--- config.mk ---
export PLATFORM = sky130hd
export DESIGN_NAME = hazard_control_unit
export DESIGN_NICKNAME = d
export VERILOG_FILES = /design/src/rtl/hazard_pkg.sv /design/src/rtl/hazard_control_unit_fwd_select.sv /design/src/rtl/hazard_control_unit.sv
export SDC_FILE = /design/constraint.sdc
export NUM_CORES = 1
export LEC_CHECK = 0
export CAP_MARGIN = 20
export CORE_MARGIN = 2
export CORE_UTILIZATION = 30
export DETAILED_ROUTE_END_ITERATION = 6
export GPL_TIMING_DRIVEN = 0
export SLEW_MARGIN = 5
export SYNTH_ARGS = -nofsm -noshare
export SYNTH_HDL_FRONTEND = slang
export SYNTH_SLANG_ARGS = --single-unit
--- constraint.sdc ---
create_clock -name clock -period 6.6 [get_ports clock]
set_input_delay 1.32 -clock clock [delete_from_list [all_inputs] [get_ports clock]]
set_output_delay 1.32 -clock clock [all_outputs]
set_load 0.03 [all_outputs]
--- src/rtl/hazard_pkg.sv ---
// Shared encodings for the pipeline hazard controller: FSM states, forward codes, register zero.
package hazard_pkg;

  typedef enum logic [1:0] {
    RUN   = 2'd0,
    STALL = 2'd1,
    FLUSH = 2'd2
  } hazardStateT;

  localparam logic [1:0] FWD_REG = 2'b00;
  localparam logic [1:0] FWD_MEM = 2'b10;
  localparam logic [1:0] FWD_WB  = 2'b01;

  localparam logic [4:0] REG_ZERO = 5'd0;

  // Width of the internal bubble/flush down-counter; covers up to 15 remaining cycles.
  localparam int DOWN_W = 4;

endpackage

--- src/rtl/hazard_control_unit_fwd_select.sv ---
// Forwarding select for one EX source operand; the younger MEM result beats the older WB result.
module fwd_select
  import hazard_pkg::*;
(
  input  logic [4:0] exSrc,
  input  logic       memRegWrite,
  input  logic [4:0] memRd,
  input  logic       wbRegWrite,
  input  logic [4:0] wbRd,
  output logic [1:0] fwdSel
);

  // Pick the most recent in-flight producer of exSrc; register zero is never forwarded.
  always_comb begin
    fwdSel = FWD_REG;
    if (memRegWrite && (memRd != REG_ZERO) && (memRd == exSrc)) begin
      fwdSel = FWD_MEM;
    end else if (wbRegWrite && (wbRd != REG_ZERO) && (wbRd == exSrc)) begin
      fwdSel = FWD_WB;
    end
  end

endmodule

--- src/rtl/hazard_control_unit.sv ---
// Hazard controller: forwarding selects, load-use stalls, taken-branch flushes and event counters.
module hazard_control_unit
  import hazard_pkg::*;
#(
  parameter int LOAD_STALL_CYCLES = 1,
  parameter int FLUSH_CYCLES      = 1,
  parameter int CNT_W             = 16
) (
  input  logic             clock,
  input  logic             reset,
  input  logic [4:0]       id_rs,
  input  logic [4:0]       id_rt,
  input  logic             id_usesRt,
  input  logic [4:0]       ex_rs,
  input  logic [4:0]       ex_rt,
  input  logic             ex_memRead,
  input  logic [4:0]       ex_rd,
  input  logic             ex_branch,
  input  logic             zeroEx,
  input  logic             mem_regWrite,
  input  logic [4:0]       mem_rd,
  input  logic             wb_regWrite,
  input  logic [4:0]       wb_rd,
  output logic [1:0]       saidaAfw,
  output logic [1:0]       saidaBfw,
  output logic             pcWrite,
  output logic             ifidWrite,
  output logic             ifidFlush,
  output logic             idexBubble,
  output logic             pcSrc,
  output logic [1:0]       state_o,
  output logic [CNT_W-1:0] stallCount,
  output logic [CNT_W-1:0] flushCount
);

  hazardStateT       state, nextState;
  logic [DOWN_W-1:0] downCnt, nextDownCnt;
  logic              stallInc, flushInc;
  logic              luHaz, brTaken;
  logic [1:0]        fwdA, fwdB;

  fwd_select fwdSelA (
    .exSrc       (ex_rs),
    .memRegWrite (mem_regWrite),
    .memRd       (mem_rd),
    .wbRegWrite  (wb_regWrite),
    .wbRd        (wb_rd),
    .fwdSel      (fwdA)
  );

  fwd_select fwdSelB (
    .exSrc       (ex_rt),
    .memRegWrite (mem_regWrite),
    .memRd       (mem_rd),
    .wbRegWrite  (wb_regWrite),
    .wbRd        (wb_rd),
    .fwdSel      (fwdB)
  );

  assign saidaAfw = reset ? FWD_REG : fwdA;
  assign saidaBfw = reset ? FWD_REG : fwdB;
  assign state_o  = state;

  assign luHaz   = ex_memRead && (ex_rd != REG_ZERO) &&
                   ((ex_rd == id_rs) || (id_usesRt && (ex_rd == id_rt)));
  assign brTaken = ex_branch && zeroEx;

  // Next-state and control decode; a taken branch outranks everything, reset forces pass-through.
  always_comb begin
    nextState   = state;
    nextDownCnt = downCnt;
    pcWrite     = 1'b1;
    ifidWrite   = 1'b1;
    ifidFlush   = 1'b0;
    idexBubble  = 1'b0;
    pcSrc       = 1'b0;
    stallInc    = 1'b0;
    flushInc    = 1'b0;
    if ((state != RUN) && (state != STALL) && (state != FLUSH)) begin
      nextState   = RUN;
      nextDownCnt = '0;
    end else if (brTaken) begin
      pcSrc      = 1'b1;
      ifidFlush  = 1'b1;
      idexBubble = 1'b1;
      flushInc   = 1'b1;
      if (FLUSH_CYCLES > 1) begin
        nextState   = FLUSH;
        nextDownCnt = DOWN_W'(FLUSH_CYCLES - 1);
      end else begin
        nextState   = RUN;
        nextDownCnt = '0;
      end
    end else begin
      case (state)
        STALL: begin
          pcWrite     = 1'b0;
          ifidWrite   = 1'b0;
          idexBubble  = 1'b1;
          stallInc    = 1'b1;
          nextDownCnt = downCnt - DOWN_W'(1);
          if (downCnt <= DOWN_W'(1)) nextState = RUN;
        end
        FLUSH: begin
          ifidFlush   = 1'b1;
          idexBubble  = 1'b1;
          nextDownCnt = downCnt - DOWN_W'(1);
          if (downCnt <= DOWN_W'(1)) nextState = RUN;
        end
        default: begin
          if (luHaz) begin
            pcWrite    = 1'b0;
            ifidWrite  = 1'b0;
            idexBubble = 1'b1;
            stallInc   = 1'b1;
            if (LOAD_STALL_CYCLES > 1) begin
              nextState   = STALL;
              nextDownCnt = DOWN_W'(LOAD_STALL_CYCLES - 1);
            end
          end
        end
      endcase
    end
    if (reset) begin
      pcWrite    = 1'b1;
      ifidWrite  = 1'b1;
      ifidFlush  = 1'b0;
      idexBubble = 1'b0;
      pcSrc      = 1'b0;
      stallInc   = 1'b0;
      flushInc   = 1'b0;
    end
  end

  // State, down-counter and saturating event counters; reset aborts any stall or flush at once.
  always_ff @(posedge clock or posedge reset) begin
    if (reset) begin
      state      <= RUN;
      downCnt    <= '0;
      stallCount <= '0;
      flushCount <= '0;
    end else begin
      state   <= nextState;
      downCnt <= nextDownCnt;
      if (stallInc && (stallCount != '1)) stallCount <= stallCount + CNT_W'(1);
      if (flushInc && (flushCount != '1)) flushCount <= flushCount + CNT_W'(1);
    end
  end

endmodule

==> key figures <==
Global routing
  • First-pass GRT wire length: 8010 um
  • Number of global-route vias before repair: 1,778
  • Grt ovf: 0
  • Largest net degree at the start of global routing: 35
  • Initial antenna violation count: 0
  • Global-route usage over all layers: 13.3%

Power and ir drop
  • Maximum vdd drop: 0.0710 mV
  • Pwr dens: 186 nW/um2
  • Overall power: 573 uW
  • Static Leakage: 0.00116 uW

Layout
  • Share of cells above drive strength 1: 7.97%
  • Final nets: 345
  • Area of the multi-input gates: 1220 um2
  • Final core utilization: 46.0%
  • Fillers: 656
  • Area Growth Syn to Fin: 49.6%
  • Ant diodes: 0
  • Register area: 801 um2

Clocking
  • H-tree levels: 2
  • CTS Hold Bufs: 0
  • Setup bufs post-CTS: 0
  • CTS Buf Count: 5
  • Clk Latency, worst-skew pair: 280 ps
  • CTS root buf: clkbuf_8
  • Post-CTS sizing: 0
  • Clock transition at path regs: 70 ps
  • Bufs on Longest Clock Path: 2
  • CTS tree: yes
  • CTS Sinks: 32

Logic synthesis
  • Seq cells post-synth: 32
  • EDFF count, synth: 0
  • Post-synth top area share: 38.8%
  • Top_reg_cell synth: dfrtp_1
  • Sequential area share after synthesis: 38.8%
  • Netlist cell types: 41
  • Async SR Flop Fraction: 100%
  • Syn avg cell area: 9.88 um2
  • Synthesis Warnings: 0
  • Most frequent cell after synthesis: xnor2_1
  • Synthesized area: 2070 um2
  • Synth area leader: dfrtp_1
  • Synth cell count leaders: xnor2_1, dfrtp_1, nand3_1, nand2_1, xor2_1
  • Ranking of synthesized cells by area: dfrtp_1, xnor2_1, xor2_1
  • Gate Count Post-Synth: 209

Timing
  • Slew headroom: 49.2%
  • Period utilisation layout: 84.1%
  • Worst Hold Slack: 495 ps
  • Final hold violation count: 0
  • RSZ-0062 raised after global routing: no
  • Slew Viols, Final: 0
  • Worst-Margin Slew: 761 ps
  • Max Freq: 180 MHz
  • Final setup viols: 0
  • Clock Skews: 3.78 ps
  • TNS Setup: 0 ps
  • Min Tclk post-route: 5550 ps

Worst setup path
  • Slowest stage cell, crit path: clkdlybuf4s50_1
  • CP Data Required Time: 5280 ps
  • Top delay family on crit path: buffers and inverters
  • CP arrival: 4230 ps
  • Startpoint Class: input port
  • Most used cell, CP: clkdlybuf4s50_1
  • CP Class: input port to output pin
  • Crit path buffers/inverters: 3
  • Largest stage delay, worst path: 740 ps
  • Worst setup EP type: output pin
  • Critical-path cell list: clkdlybuf4s50_1 > inv_2 > o211ai_1 > or4_1 > nor4_1 > clkdlybuf4s50_1
  • Worst-path fanout max: 34

Floorplanning
  • Core area: 6720 um2
  • Starting Density: 30.7%
  • Standard-cell row count: 30
  • # IOs: 86
  • Die Y: 87.0 um
  • Die footprint: 7570 um2
  • Die Wd: 87.0 um

Placement
  • DP Wirelength: 3950 um
  • GP Congestion: 0.805
  • # port buffers: 83

Run status
  • Status: finished, final reports clean

Routing
  • Initial DRC Count: 24
  • Vias: 1,844
  • DR WL/cell: 12.8 um
  • Post-DRT Antenna Nets: 0
  • DR DRC count: 0
  • Via density: 4.84
  • Detailed Routing Iterations Pass 1: 4
  • Routed WL: 4880 um

Job
  • Max-Cap Viols: 0

Min path
  • Hold WC Path Type: flip-flop to flip-flop
-- cell usage in the layout, fill, tap and decap left out, drive strengths merged, types with 2 or more instances in the layout --
cell type      count
clkdlybuf4s50     83
xnor2             42
dfrtp             32
nand3             21
nand2             19
xor2              17
nand4              9
nor2               9
nor3               8
clkbuf             8
buf                6
nor4               5
and3               4
or4                4
nor3b              3
mux2               3
o21ai              3
inv                3
and4               3
nor2b              2
ha                 2
conb               2
o211ai             2
a21oi              2
-- power breakdown --
group | leakage [uW] | internal, uW | switching [uW]
clock | 0.0000455 | 85.0 | 67.8
combinational | 0.000675 | 86.8 | 91.8
sequential | 0.000438 | 215 | 27.1
-- logic make-up (layout without fill, tap and decap cells) --
family / after synthesis / count (layout) / share of synthesized area, %
and+or+nand+nor: 91 / 91 / 24.4
adders and majority gates: 2 / 2 / 1.21
buffers and inverters: 9 / 100 / 2.48
DFF: 32 / 32 / 38.8
xor gates and xnor gates: 59 / 59 / 25.0
AOI/OAI and AO/OA: 12 / 12 / 6.30
muxes: 3 / 3 / 1.64
other: 1 / 2 / 0.182
-- registers in the layout, summed over array words and instances, names as in the netlist --
signal / count
flushCount: 16
stallCount: 16
-- per-stage QoR --
| step | setup slack (ps) | area [um2] | cells |
|---|---|---|---|
| floorplan | 1550 | 2070 | 210 |
| global placement | 523 | 3000 | 373 |
| detailed placement | 993 | 3000 | 373 |
| CTS | 973 | 3090 | 381 |
| global route | 784 | 3090 | 381 |
| finish | 1050 | 3090 | 381 |
-- final cells by class --
type	count	share of cell area, %
Timing Repair Buffer	83	26.9
Clock buffer	8	2.91
Tap cell	80	3.24
Buffer	6	1.30
Inverter	3	0.364
Multi-Input combinational cell	169	39.4
Sequential cell	32	25.9
-- metal layers --
layer  wire length [um]  GRT usage, %
met1               2120          16.7
met2               2340          21.4
met3                347          3.89
met4                 76          4.83
met5                  0             0
-- worst paths after layout --
| path | from | to | slack, ps | depth (start not counted) |
|---|---|---|---|---|
| worst max-delay path | reset | saidaBfw[0] | 1050 | 6 |
| worst min-delay path | stallCount[8] | stallCount[8] | 490 | 1 |
| worst max register to register | stallCount[0] | stallCount[1] | 4640 | 6 |
| worst min register to register | stallCount[8] | stallCount[8] | 490 | 1 |
| max in group asynchronous | reset | flushCount[3] | 4420 | 2 |
| min in group asynchronous | reset | stallCount[12] | 1690 | 2 |
-- worst reg2reg max path, cell delays in order, from the launching register on --
cell	delay [ps]
dfrtp_1	430
ha_1	200
nand3_1	170
nor3_1	440
a21oi_4	170
nand2_2	120
mux2_1	320
(Power assumes the default switching activity.)
==> RTL change 1, RTL diff (config.mk and constraints unchanged) <==
The parameter `CNT_W` goes from 16 to 14.
--- a/src/rtl/hazard_control_unit.sv
+++ b/src/rtl/hazard_control_unit.sv
@@ -4,7 +4,7 @@
 #(
   parameter int LOAD_STALL_CYCLES = 1,
   parameter int FLUSH_CYCLES      = 1,
-  parameter int CNT_W             = 16
+  parameter int CNT_W             = 14
 ) (
   input  logic             clock,
   input  logic             reset,
Interface: changed (resized flushCount and stallCount); port bits go from 86 to 82. No check against the original RTL was run, so the function may have changed too.
==> RTL change 1 against the unedited design <==
- synthesized area shrank 8.6%
- sequential cell count shrank 4
- worst setup slack gained 340 ps
- sequential power shrank 9.1%
- critical endpoint unchanged
- utilization grew 2.0 points
- power shrank 3.8%
- routed wire length shrank 8.2%
- cell area shrank 7.0%
==> RTL change 1: results (changes against the unedited design) <==
* Status: complete, no violations
* Commonest cells post-synth: 34 x xnor2_1, 28 x dfrtp_1, 18 x xor2_1
* Pre-CTS WS at 1302 ps (+309.0 ps)
* Share of cells above drive strength 1 at 0.09191 (+0.01218)
* Number of DRC markers in iteration 0 at 65 (+170%)
* GR met3 Demand/Resource at 0.02286 (-0.01600)
* Synth Area per Inst at 10.10 sq um (+2.2%)
* GR Util met2 at 0.2221 (+0.007706)
* Multi-input logic cell count at 149 (-12%)
* Adder-cell share of the synthesized area at 0.01325 (+0.001140)
* Lkg Pwr at 1.175 nW (+1.4%)
* Placer Congestion at 0.7544 (-6.3%)
* Largest net degree at the start of global routing at 19 (-46%)
* Post-Place Cells at 343 (-8.0%)
* Nets at 318 (-7.8%)
* Filler instances at 561 (-14%)
* WHS Endpoint: flushCount[7]$_DFFE_PP0P_
* Non-clock buffer count in the final layout at 87 (-2.2%)
* Wirelength per Cell at 12.92 microns (+0.80%)
* Clk_skew at 3.735 ps (-0.04785 ps)
* GR Util met1 at 0.1784 (+0.01110)
* Detailed-route via count at 1,658 (-10%)
* H-tree depth at 1 (-1)
* DP HPWL at 3803 microns (-3.8%)
* Area of the multi-input gates at 1125 sq um (-7.6%)
* Buffering overhead at 0.3024 (+0.02065)
* Post-synthesis mux area share at 0.02518 (+0.008829)
* Regs by FF count: flushCount x14, stallCount x14
* First-pass GRT wire length at 7817 microns (-2.4%)
* Hold Crit Start: flushCount[7]$_DFFE_PP0P_
* Clock buf/inv share at 0.02480 (-0.004346)
* Flop2flop setup slack at 4600 ps (-40 ps)
* Synth unique cells at 42 (+2.4%)
* Max VDD drop at 118.3 uV (+67%)
* Post-synthesis sequential area ratio at 0.3711 (-0.01654)
* Clock buffers at 3 (-5)
* Clock sinks at 28 (-13%)
* Core Area at 5991 sq um (-11%)
* Clock-pin transition on the worst setup and hold timing paths at 90 ps (+20 ps)
* Largest stage delay, worst path at 710 ps (-30 ps)
==> RTL change 1: how the worst max path moves through the flow <==
stage / from / end / slack (ps) / cells past startpoint
CTS: reset / saidaBfw[0] / 1280 / 6
floorplan: reset / saidaAfw[0] / 2050 / 4
detailed placement: reset / saidaBfw[0] / 1300 / 6
global placement: reset / saidaBfw[0] / 830 / 6
global route: reset / saidaBfw[0] / 1140 / 6
finish: reset / saidaBfw[0] / 1390 / 6
==> RTL change 1: per-stage QoR <==
stage | total power, mW | hold WS [ps]
final | 0.5514 | 491.6
after global routing | 0.5817 | 538.8
after CTS | 0.5588 | 497.8
after detailed placement | 0.4234 | 483.9
after global placement | 0.4179 | 474.7
after floorplan | 0.3264 | 664.0
==> RTL change 1: power breakdown <==
part | switching (mW) | internal (mW)
clock | 0.0536 | 0.0812
combinational | 0.100 | 0.0969
sequential | 0.0268 | 0.193
total | 0.181 | 0.371
==> RTL change 2, RTL diff (config.mk and constraints unchanged) <==
Without the edit above. Register the output `flushCount` once more, without a reset; this adds one clock of latency there. The other outputs are not delayed to match.
--- a/src/rtl/hazard_control_unit.sv
+++ b/src/rtl/hazard_control_unit.sv
@@ -32,6 +32,8 @@
   output logic [CNT_W-1:0] stallCount,
   output logic [CNT_W-1:0] flushCount
 );
+
+  logic [CNT_W-1:0] flushCount_s0;
 
   hazardStateT       state, nextState;
   logic [DOWN_W-1:0] downCnt, nextDownCnt;
@@ -138,13 +140,17 @@
       state      <= RUN;
       downCnt    <= '0;
       stallCount <= '0;
-      flushCount <= '0;
+      flushCount_s0 <= '0;
     end else begin
       state   <= nextState;
       downCnt <= nextDownCnt;
       if (stallInc && (stallCount != '1)) stallCount <= stallCount + CNT_W'(1);
-      if (flushInc && (flushCount != '1)) flushCount <= flushCount + CNT_W'(1);
+      if (flushInc && (flushCount_s0 != '1)) flushCount_s0 <= flushCount_s0 + CNT_W'(1);
     end
+  end
+
+  always_ff @(posedge clock) begin
+    flushCount <= flushCount_s0;
   end
 
 endmodule
Check against the original RTL: not equivalent (a bounded check fails within 4 cycles, from zero or initial values and one cycle with reset high).
==> RTL change 2 against the unedited design <==
- cell area grew 16%
- highest routed layer unchanged
- critical endpoint unchanged
- worst setup slack improved by 100 ps
- worst hold slack got worse by 71 ps
- routed wire length rose by 18%
- sequential cell count up 16
- critical path depth stayed put
- global-route usage fell by 0.25 points
- non-clock buffer count increased by 2
- synthesized area up 20%
- critical path type unchanged
- power rose by 38%
- register-to-register slack improved by 30 ps
==> RTL change 2: results (changes against the unedited design) <==
* Synth unique cells at 42 (+2.4%)
* Reg2reg end: flushCount_s0[1]$_DFFE_PP0P_
* Post-Syn Instances at 237 (+13%)
* Synth Area in Compound Gates at 0.03927 (-0.02372)
* Ys async rst share at 0.6667 (-0.3333)
* Slew HR at 0.5482 (+0.05657)
* Vias per inst at 4.730 (-2.3%)
* DP HPWL at 4497 microns (+14%)
* WHS Endpoint: flushCount[7]$_DFF_P_
* Largest cells by area after synthesis: dfrtp_1 32%, xnor2_1 15%, dfxtp_1 13%
* Detailed-route via count at 2,053 (+11%)
* Reg-to-reg startpoint: flushCount_s0[0]$_DFFE_PP0P_
* Share of cells above drive strength 1 at 0.09422 (+0.01449)
* Post-Place Cells at 426 (+14%)
* Largest net degree at the start of global routing at 34 (-2.9%)
* Clk_skew at 5.522 ps (+1.739 ps)
* Status: complete, no violations
* Nets at 373 (+8.1%)
* First-pass GRT wire length at 9266 microns (+16%)
* Number of DRC markers in iteration 0 at 77 (+220%)
* Hold Slack at 423.7 ps (-70.96 ps)
* Adder-cell share of the synthesized area at 0.01007 (-0.002043)
* Largest stage delay, worst path at 720 ps (-20 ps)
* Lkg Pwr at 1.365 nW (+18%)
* Placer Congestion at 0.7683 (-4.6%)
* Internal power at 0.5699 mW (+47%)
* Max VDD drop at 76.75 uV (+8.0%)
* Flop2flop setup slack at 4670 ps (+30 ps)
* Post-DP Area at 3451 sq um (+15%)
* Worst Hold Path Cells at 0 (-1)
* CP Max Fanout at 33 (-2.9%)
[RTL change 2: worst reg2reg max path, stage by stage, from the launching register on]
cell and delay (ps):
dfrtp_1 420, ha_1 210, nand2_1 90, nor3_1 390
nand4_1 210, nand2_1 160, mux2_2 340
[RTL change 2: how the worst max path moves through the flow]
| stage | start | endpoint | slack [ps] | cells after the start |
|---|---|---|---|---|
| 2_1_floorplan | reset | saidaBfw[0] | 1610 | 4 |
| 3_3_place_gp | reset | saidaBfw[0] | 540 | 6 |
| 3_5_place_dp | reset | saidaBfw[0] | 1060 | 6 |
| 4_1_cts | reset | saidaBfw[0] | 1040 | 6 |
| 5_1_grt | reset | saidaBfw[0] | 870 | 6 |
| 6_report | reset | saidaBfw[0] | 1150 | 6 |
[RTL change 2: power groups by stage]
stage / registers [mW] / logic, mW / clock network, mW
final: 0.357 / 0.184 / 0.251
after global routing: 0.363 / 0.199 / 0.271
after CTS: 0.356 / 0.186 / 0.261
after detailed placement: 0.362 / 0.187 / 0
after global placement: 0.362 / 0.184 / 0
after floorplan: 0.396 / 0.0626 / 0
[RTL change 2: layer usage]
layer  part of all wire  vias to the layer above  track usage
li1                   -                     1032            -
met1               0.45                      961       0.1688
met2               0.49                       54       0.2163
met3              0.046                        6      0.02925
met4              0.014                        0      0.03986
met5                  0                        -            0
[RTL change 2: area by class of cell]
class / instances / area, sq um
Clock buffer: 5 / 68.82
Multi-Input combinational cell: 180 / 1304
Fill cell: 776 / 4546
Clock inverter: 3 / 68.82
Sequential cell: 48 / 1121
Tap cell: 105 / 131.4
Buffer: 8 / 56.30
Timing Repair Buffer: 83 / 830.8
Inverter: 2 / 7.507
